### config.mk
export PLATFORM = sky130hd
export DESIGN_NAME = fruit_event_controller
export DESIGN_NICKNAME = d
export VERILOG_FILES = /design/src/rtl/snake_pkg.sv /design/src/rtl/fruit_lfsr.sv /design/src/rtl/fruit_event_controller.sv
export SDC_FILE = /design/constraint.sdc
export NUM_CORES = 1
export LEC_CHECK = 0
export BUFFER_PORTS_ARGS = -buffer_cell sky130_fd_sc_hd__buf_2
export CAP_MARGIN = 20
export CORE_MARGIN = 4
export CORE_UTILIZATION = 45
export DETAILED_ROUTE_END_ITERATION = 10
export PLACE_DENSITY = 0.74
export SETUP_SLACK_MARGIN = 0.5
export SLEW_MARGIN = 20
export SYNTH_ARGS = -nofsm -noshare
export SYNTH_HDL_FRONTEND = slang
export SYNTH_SLANG_ARGS = --single-unit
### constraint.sdc
create_clock -name clk -period 2.8 [get_ports clk]
set_input_delay 0.42 -clock clk [delete_from_list [all_inputs] [get_ports clk]]
set_output_delay 0.42 -clock clk [all_outputs]
set_load 0.05 [all_outputs]
### src/rtl/snake_pkg.sv
// Shared types and constants for the snake game fruit/event logic.
package snake_pkg;

   typedef enum logic [2:0] {
      ST_IDLE  = 3'd0,
      ST_SPAWN = 3'd1,
      ST_PLAY  = 3'd2,
      ST_APPLY = 3'd3,
      ST_OVER  = 3'd4
   } state_t;

   localparam int CELL  = 16;
   localparam int COLS  = 40;
   localparam int ROWS  = 30;
   localparam int BLANK = 2;   // PLAY cycles during which the collision checker output is stale

   localparam logic [1:0] FT_NONE   = 2'b00;
   localparam logic [1:0] FT_GROW   = 2'b01;
   localparam logic [1:0] FT_SHRINK = 2'b10;
   localparam logic [1:0] FT_LIFE   = 2'b11;

   localparam logic [15:0] LFSR_SEED = 16'hACE1;

   // Candidate fruit placement produced by the LFSR decoder
   typedef struct packed {
      logic [9:0] x;
      logic [8:0] y;
      logic [1:0] ftype;
      logic       in_range;
   } fruit_cand_t;

   // Fibonacci LFSR step, taps 16,14,13,11
   function automatic logic [15:0] lfsr_next(input logic [15:0] s);
      return {s[14:0], s[15] ^ s[13] ^ s[12] ^ s[10]};
   endfunction

endpackage

### src/rtl/fruit_lfsr.sv
// Pseudo-random fruit placement source: 16-bit LFSR plus grid-cell decode.
import snake_pkg::*;

module fruit_lfsr (
   input  logic        clk,
   input  logic        reset,
   input  logic        step,
   output fruit_cand_t cand
);

   logic [15:0] lfsr;
   logic [5:0]  col;
   logic [4:0]  row;

   // LFSR advances only while the controller is searching for a spot
   always_ff @(posedge clk or posedge reset) begin
      if (reset)     lfsr <= LFSR_SEED;
      else if (step) lfsr <= lfsr_next(lfsr);
   end

   // Decode the current LFSR value into a pixel-aligned candidate
   always_comb begin
      col            = lfsr[5:0];
      row            = lfsr[12:8];
      cand.x         = 10'(col) << $clog2(CELL);
      cand.y         = 9'(row) << $clog2(CELL);
      cand.ftype     = (lfsr[15:14] == FT_NONE) ? FT_GROW : lfsr[15:14];
      cand.in_range  = (col < 6'(COLS)) && (row < 5'(ROWS));
   end

endmodule

### src/rtl/fruit_event_controller.sv
// Fruit placement and game-event controller (length, lives, score).
// Optional build macro FRUIT_TIMEOUT_EN: relocates an uneaten fruit after
// TIMEOUT_TICKS game ticks in PLAY.
import snake_pkg::*;

module fruit_event_controller #(
   parameter int INIT_LEN      = 3,
   parameter int MIN_LEN       = 3,
   parameter int MAX_LEN       = 64,
   parameter int INIT_LIVES    = 3,
   parameter int MAX_LIVES     = 7,
   parameter int TIMEOUT_TICKS = 200
) (
   input  logic       clk,
   input  logic       reset,
   input  logic       start,
   input  logic       tick,
   input  logic       hazard,
   input  logic       collision,
   input  logic [1:0] fruit_collision_type,
   input  logic [9:0] snake_x,
   input  logic [8:0] snake_y,
   output logic [9:0] fruit_x,
   output logic [8:0] fruit_y,
   output logic [1:0] fruit_type,
   output logic       fruit_valid,
   output logic [6:0] snake_len,
   output logic [2:0] lives,
   output logic [15:0] score,
   output logic       game_over,
   output logic       grow_pulse,
   output logic       shrink_pulse
);

   state_t       state, nstate;
   fruit_cand_t  cand;
   logic         accept, col_hit, timeout;
   logic [1:0]   ltype, ltype_d;
   logic [BLANK:0] vld_pipe;

   logic [9:0]  fruit_x_d;
   logic [8:0]  fruit_y_d;
   logic [1:0]  fruit_type_d;
   logic        fruit_valid_d, game_over_d, grow_d, shrink_d;
   logic [6:0]  len_d;
   logic [2:0]  lives_d;
   logic [15:0] score_d;

   fruit_lfsr u_lfsr (
      .clk   (clk),
      .reset (reset),
      .step  (state == ST_SPAWN),
      .cand  (cand)
   );

   assign accept  = cand.in_range && !((cand.x == snake_x) && (cand.y == snake_y));
   assign col_hit = collision && vld_pipe[BLANK] && (fruit_collision_type != FT_NONE);

`ifdef FRUIT_TIMEOUT_EN
   localparam int TW = $clog2(TIMEOUT_TICKS + 1);
   logic [TW-1:0] tcnt;

   assign timeout = tick && (tcnt == TW'(TIMEOUT_TICKS - 1));

   // Tick counter lives only in PLAY; restarts from zero on every PLAY entry
   always_ff @(posedge clk or posedge reset) begin
      if (reset)                tcnt <= '0;
      else if (state != ST_PLAY) tcnt <= '0;
      else if (tick)             tcnt <= timeout ? '0 : tcnt + 1'b1;
   end
`else
   logic unused_cfg;
   assign timeout    = 1'b0;
   assign unused_cfg = tick ^ (TIMEOUT_TICKS != 0);
`endif

   // State register
   always_ff @(posedge clk or posedge reset) begin
      if (reset) state <= ST_IDLE;
      else       state <= nstate;
   end

   // Next-state: hazard beats collision, collision beats timeout
   always_comb begin
      nstate = state;
      case (state)
         ST_IDLE, ST_OVER: if (start) nstate = ST_SPAWN;
         ST_SPAWN:         if (accept) nstate = ST_PLAY;
         ST_PLAY: begin
            if (hazard)       nstate = (lives <= 3'd1) ? ST_OVER : ST_PLAY;
            else if (col_hit) nstate = ST_APPLY;
            else if (timeout) nstate = ST_SPAWN;
         end
         ST_APPLY: begin
            if ((ltype == FT_SHRINK) && (snake_len <= 7'(MIN_LEN)) && (lives <= 3'd1))
               nstate = ST_OVER;
            else
               nstate = ST_SPAWN;
         end
         default: nstate = ST_IDLE;
      endcase
   end

   // Next values of the registered outputs
   always_comb begin
      fruit_x_d     = fruit_x;
      fruit_y_d     = fruit_y;
      fruit_type_d  = fruit_type;
      fruit_valid_d = fruit_valid;
      len_d         = snake_len;
      lives_d       = lives;
      score_d       = score;
      game_over_d   = game_over;
      ltype_d       = ltype;
      grow_d        = 1'b0;
      shrink_d      = 1'b0;
      case (state)
         ST_IDLE, ST_OVER: begin
            if (start) begin
               len_d         = 7'(INIT_LEN);
               lives_d       = 3'(INIT_LIVES);
               score_d       = '0;
               game_over_d   = 1'b0;
               fruit_valid_d = 1'b0;
            end
         end
         ST_SPAWN: begin
            fruit_valid_d = 1'b0;
            if (accept) begin
               fruit_x_d     = cand.x;
               fruit_y_d     = cand.y;
               fruit_type_d  = cand.ftype;
               fruit_valid_d = 1'b1;
            end
         end
         ST_PLAY: begin
            if (hazard) begin
               lives_d = (lives == 3'd0) ? 3'd0 : lives - 3'd1;
               len_d   = 7'(INIT_LEN);
               if (lives <= 3'd1) begin
                  game_over_d   = 1'b1;
                  fruit_valid_d = 1'b0;
               end
            end else if (col_hit) begin
               ltype_d = fruit_collision_type;
            end else if (timeout) begin
               fruit_valid_d = 1'b0;
            end
         end
         ST_APPLY: begin
            case (ltype)
               FT_GROW: begin
                  len_d   = (snake_len >= 7'(MAX_LEN)) ? 7'(MAX_LEN) : snake_len + 7'd1;
                  score_d = (score == 16'hFFFF) ? 16'hFFFF : score + 16'd1;
                  grow_d  = 1'b1;
               end
               FT_SHRINK: begin
                  if (snake_len > 7'(MIN_LEN)) begin
                     len_d    = snake_len - 7'd1;
                     shrink_d = 1'b1;
                  end else begin
                     lives_d = (lives == 3'd0) ? 3'd0 : lives - 3'd1;
                  end
               end
               FT_LIFE: lives_d = (lives >= 3'(MAX_LIVES)) ? 3'(MAX_LIVES) : lives + 3'd1;
               default: ;
            endcase
            fruit_valid_d = 1'b0;
            if (nstate == ST_OVER) game_over_d = 1'b1;
         end
         default: ;
      endcase
   end

   // Output and datapath registers
   always_ff @(posedge clk or posedge reset) begin
      if (reset) begin
         fruit_x      <= '0;
         fruit_y      <= '0;
         fruit_type   <= '0;
         fruit_valid  <= 1'b0;
         snake_len    <= '0;
         lives        <= '0;
         score        <= '0;
         game_over    <= 1'b0;
         grow_pulse   <= 1'b0;
         shrink_pulse <= 1'b0;
         ltype        <= FT_NONE;
      end else begin
         fruit_x      <= fruit_x_d;
         fruit_y      <= fruit_y_d;
         fruit_type   <= fruit_type_d;
         fruit_valid  <= fruit_valid_d;
         snake_len    <= len_d;
         lives        <= lives_d;
         score        <= score_d;
         game_over    <= game_over_d;
         grow_pulse   <= grow_d;
         shrink_pulse <= shrink_d;
         ltype        <= ltype_d;
      end
   end

   // Collision blanking: a 1 walks up the pipe once PLAY is entered; arms at the top
   always_ff @(posedge clk or posedge reset) begin
      if (reset)                 vld_pipe <= '0;
      else if (state != ST_PLAY) vld_pipe <= (BLANK+1)'(1);
      else                       vld_pipe <= {vld_pipe[BLANK-1:0], 1'b1};
   end

endmodule

==> impl_metrics.csv <==
group,metric,value,unit
status,status,"complete, no violations",
pwr,clkPwrFrac,17.6,%
pwr,leakage,1.966,nW
pwr,power.switching,0.001755,W
die,die_x,97.27,um
grt,grt_max_degree,37,
die,pin_count,78,
pwr,vdd_drop_max,376.7,uV
place,dp_cells,504,
die,die_area,9460,um2
pwr,power.share.sequential,38.3,%
place,hpwl,5650,um
final_layout,fill_cells,685,
grt,grt_pass1_wl,13040,um
clocking,clk_pin_slew_worst_paths,0.08,ns
setup_path,critPathTopFamily,"compound AO/OA/AOI/OAI gates",
setup_path,path_buf_inv,0,
grt,use_met2,27.81,%
sta,setup_viol,0,
run,max_cap_violations,0,
sta,finalHoldViolCount,0,
die,core,7727,um2
pwr,powerDensity,969.8,nW/um2
synthesis,yosysWarnings,0,
sta,relSlewSlack,53.66,%
sta,fin_crit,2.178,ns
final_layout,seq_area,1688,um2
grt,met1_usage,21.51,%
drt,drt_iter0_drc,108,
pwr,swShare,42.76,%
sta,fin_crit_sh,77.78,%
setup_path,cp_max_fo,14,
grt,gr-total-overflow,0,
final_layout,layout-drive-gt1-share,34.93,%
drt,vias_per_cell,5.456,
final_layout,final_common_cell,"buf_2",
final_layout,multi_input_area,1765,um2
place,portBuffers,68,
sta,finClkSkew,0.007264,ns
synthesis,syn-cell-area,3586,um2
final_layout,layout_common_cells,"buf_2, dfrtp_1, mux2_2",
clocking,h-tree-depth,3,
final_layout,antenna_cells,0,
final_layout,fin_util,54.78,%
sta,tightest_slew,0.6941,ns
synthesis,syn_area_per_cell,10.61,um2
setup_path,cp_slowest_cell,"dfrtp_2",
final_layout,syn_to_final_growth,18.04,%
die,die_h,97.27,um
clocking,ctsHoldBuffers,0,
place,place_congestion,0.8539,
setup_path,critical_path.startpoint_type,"flop",
grt,top_usage_layer,"met2",
clocking,cts-root-buf,"clkbuf_8",
grt,grt_use_total,16.72,%
grt,gr-usage-met3,3.661,%
sta,rsz0062_at_grt,"yes",
setup_path,critical-path-max-stage-delay,0.50,ns
pwr,internal-power,0.002350,W
drt,drt-pass1-iter-count,4,
setup_path,cp.required,2.98,ns
pwr,pwr-share-comb,44.2,%
clocking,insertion_delay,0.34,ns
drt,ant_nets,0,
die,initial_core_util,46.41,%
clocking,cts_buffers,9,
drt,vias,2837,
setup_path,cp.arrival,2.35,ns
drt,wl_per_cell,15.11,um
grt,antenna_found_initial,0,
drt,wirelength,7856,um
die,rows,32,
synthesis,seq_area_frac_synth,47.03,%
setup_path,path_class,"reg2reg",
synthesis,netlist_instances,338,
synthesis,synth_ff_type,"dfrtp_1",
grt,grt_pass1_vias,2797,
synthesis,synth_cell_types,61,
final_layout,fin_nets,449,
sta,drv_slew,0,
final_layout,layoutNonFillerInstCount,520,
clocking,post_cts_buffers,0,
clocking,cts_tree,"built",
clocking,cts_sinks,67,
sta,fmax,459.2,MHz
synthesis,synth_seq_cells,67,
drt,post-route-drc-count,0,
clocking,clock_path_buffers,2,
synthesis,async_flop_share,100.0,%
setup_path,cp_cell_sequence,"or3b_4 > o21ai_0 > a21boi_1 > mux2i_1 > a41oi_1",
sta,finalSetupTns,0,ns
hold_path,hold_class,"in2async",
setup_path,cp-end-kind,"flop",
synthesis,synth_edf_count,0,
through the flow:
step	power (W)	setup slack (ns)	instance area, um2	hold slack, ns
after floorplan	0.002987	0.5600	3612	0.4277
after global placement	0.003321	0.3937	4030	0.4347
after detailed placement	0.003372	0.3860	4030	0.4382
after CTS	0.004120	0.6008	4218	0.2074
after global routing	0.004361	0.4963	4233	0.2563
final	0.004105	0.6223	4233	0.1895
layer usage:
metal | vias to the layer above | routed length [um]
li1 | 1377 | -
met2 | 70 | 3901
met1 | 1381 | 3475
met4 | 0 | 94
met5 | - | 0
met3 | 9 | 384
worst paths after layout:
kind / end / from / slack (ns) / cells past startpoint
worst min register to register: vld_pipe[1] / vld_pipe[0] / 0.45 / 1
max in group asynchronous: u_lfsr.lfsr[5] / reset / 1.92 / 3
worst min-delay path: score[13] / reset / 0.19 / 2
min in group clk: ltype[1] / fruit_collision_type[1] / 0.33 / 2
worst max register to register: lives[0] / state[0] / 0.62 / 5
worst max-delay path: lives[0] / state[0] / 0.62 / 5
power groups by stage:
stage          clock, W  combinational [W]  sequential (W)
2_1_floorplan         0            0.00106         0.00193
3_3_place_gp          0            0.00174         0.00158
3_5_place_dp          0            0.00178         0.00159
4_1_cts        0.000741            0.00181         0.00157
5_1_grt        0.000788            0.00195         0.00162
6_report       0.000721            0.00181         0.00157
registers in the layout (all words and copies together) (netlist names):
signal	flops
state	3
fruit_valid	1
lives	3
fruit_type	2
ltype	2
score	16
snake_len	7
grow_pulse	1
game_over	1
fruit_x	6
fruit_y	5
shrink_pulse	1
u_lfsr.lfsr	16
vld_pipe	3
logic make-up after synthesis:
logic type	after synthesis	share of synthesized area [%]
and+or+nand+nor	102	15.95
AOI/OAI and AO/OA	78	14.34
DFF	67	47.03
buffers and inverters	34	5.094
muxes	32	10.82
xor gates and xnor gates	14	3.419
adders and majority gates	9	3.140
other	2	0.2094
cells in the mapped netlist, drive strengths merged (4+ instances only):
cell / number / area [um2]
nand4: 6 / 37.54
o21a: 4 / 30.03
nor3: 12 / 60.06
nand2b: 4 / 25.02
or4: 4 / 30.03
and4: 5 / 43.79
a31oi: 9 / 56.30
buf: 12 / 100.1
nor2: 16 / 62.56
nor4: 4 / 37.53
dfrtp: 59 / 1476
xnor2: 14 / 122.6
nand2: 17 / 63.81
and3: 5 / 31.28
o31ai: 5 / 37.54
o21ai: 19 / 95.09
a21oi: 14 / 70.07
nand3: 11 / 55.05
and2: 5 / 31.28
mux2: 30 / 367.9
ha: 9 / 112.6
clkbuf: 8 / 30.03
inv: 13 / 48.80
dfstp: 8 / 210.2
what timing repair did:
action                     4_1_cts  5_1_grt
pin swaps                        0        0
resized for setup                3        3
setup endpoints to repair       16        6
area by class of cell:
cell class | count | area share [%]
clock buffers | 11 | 3.577
clock inverters | 5 | 0.6503
inverters | 14 | 1.242
multi-input cells | 244 | 41.71
flip-flops and latches | 67 | 39.88
well taps | 102 | 3.015
repair buffers | 77 | 9.932
worst register-to-register path: cells and delay by family, from the launching register on:
kind	cells	cell delay (ns)
AO/OA/AOI/OAI	3	0.77
flip-flops	1	0.50
AND/OR/NAND/NOR	1	0.49
multiplexers	1	0.26
Note: power is estimated with default switching activity, not from simulation.
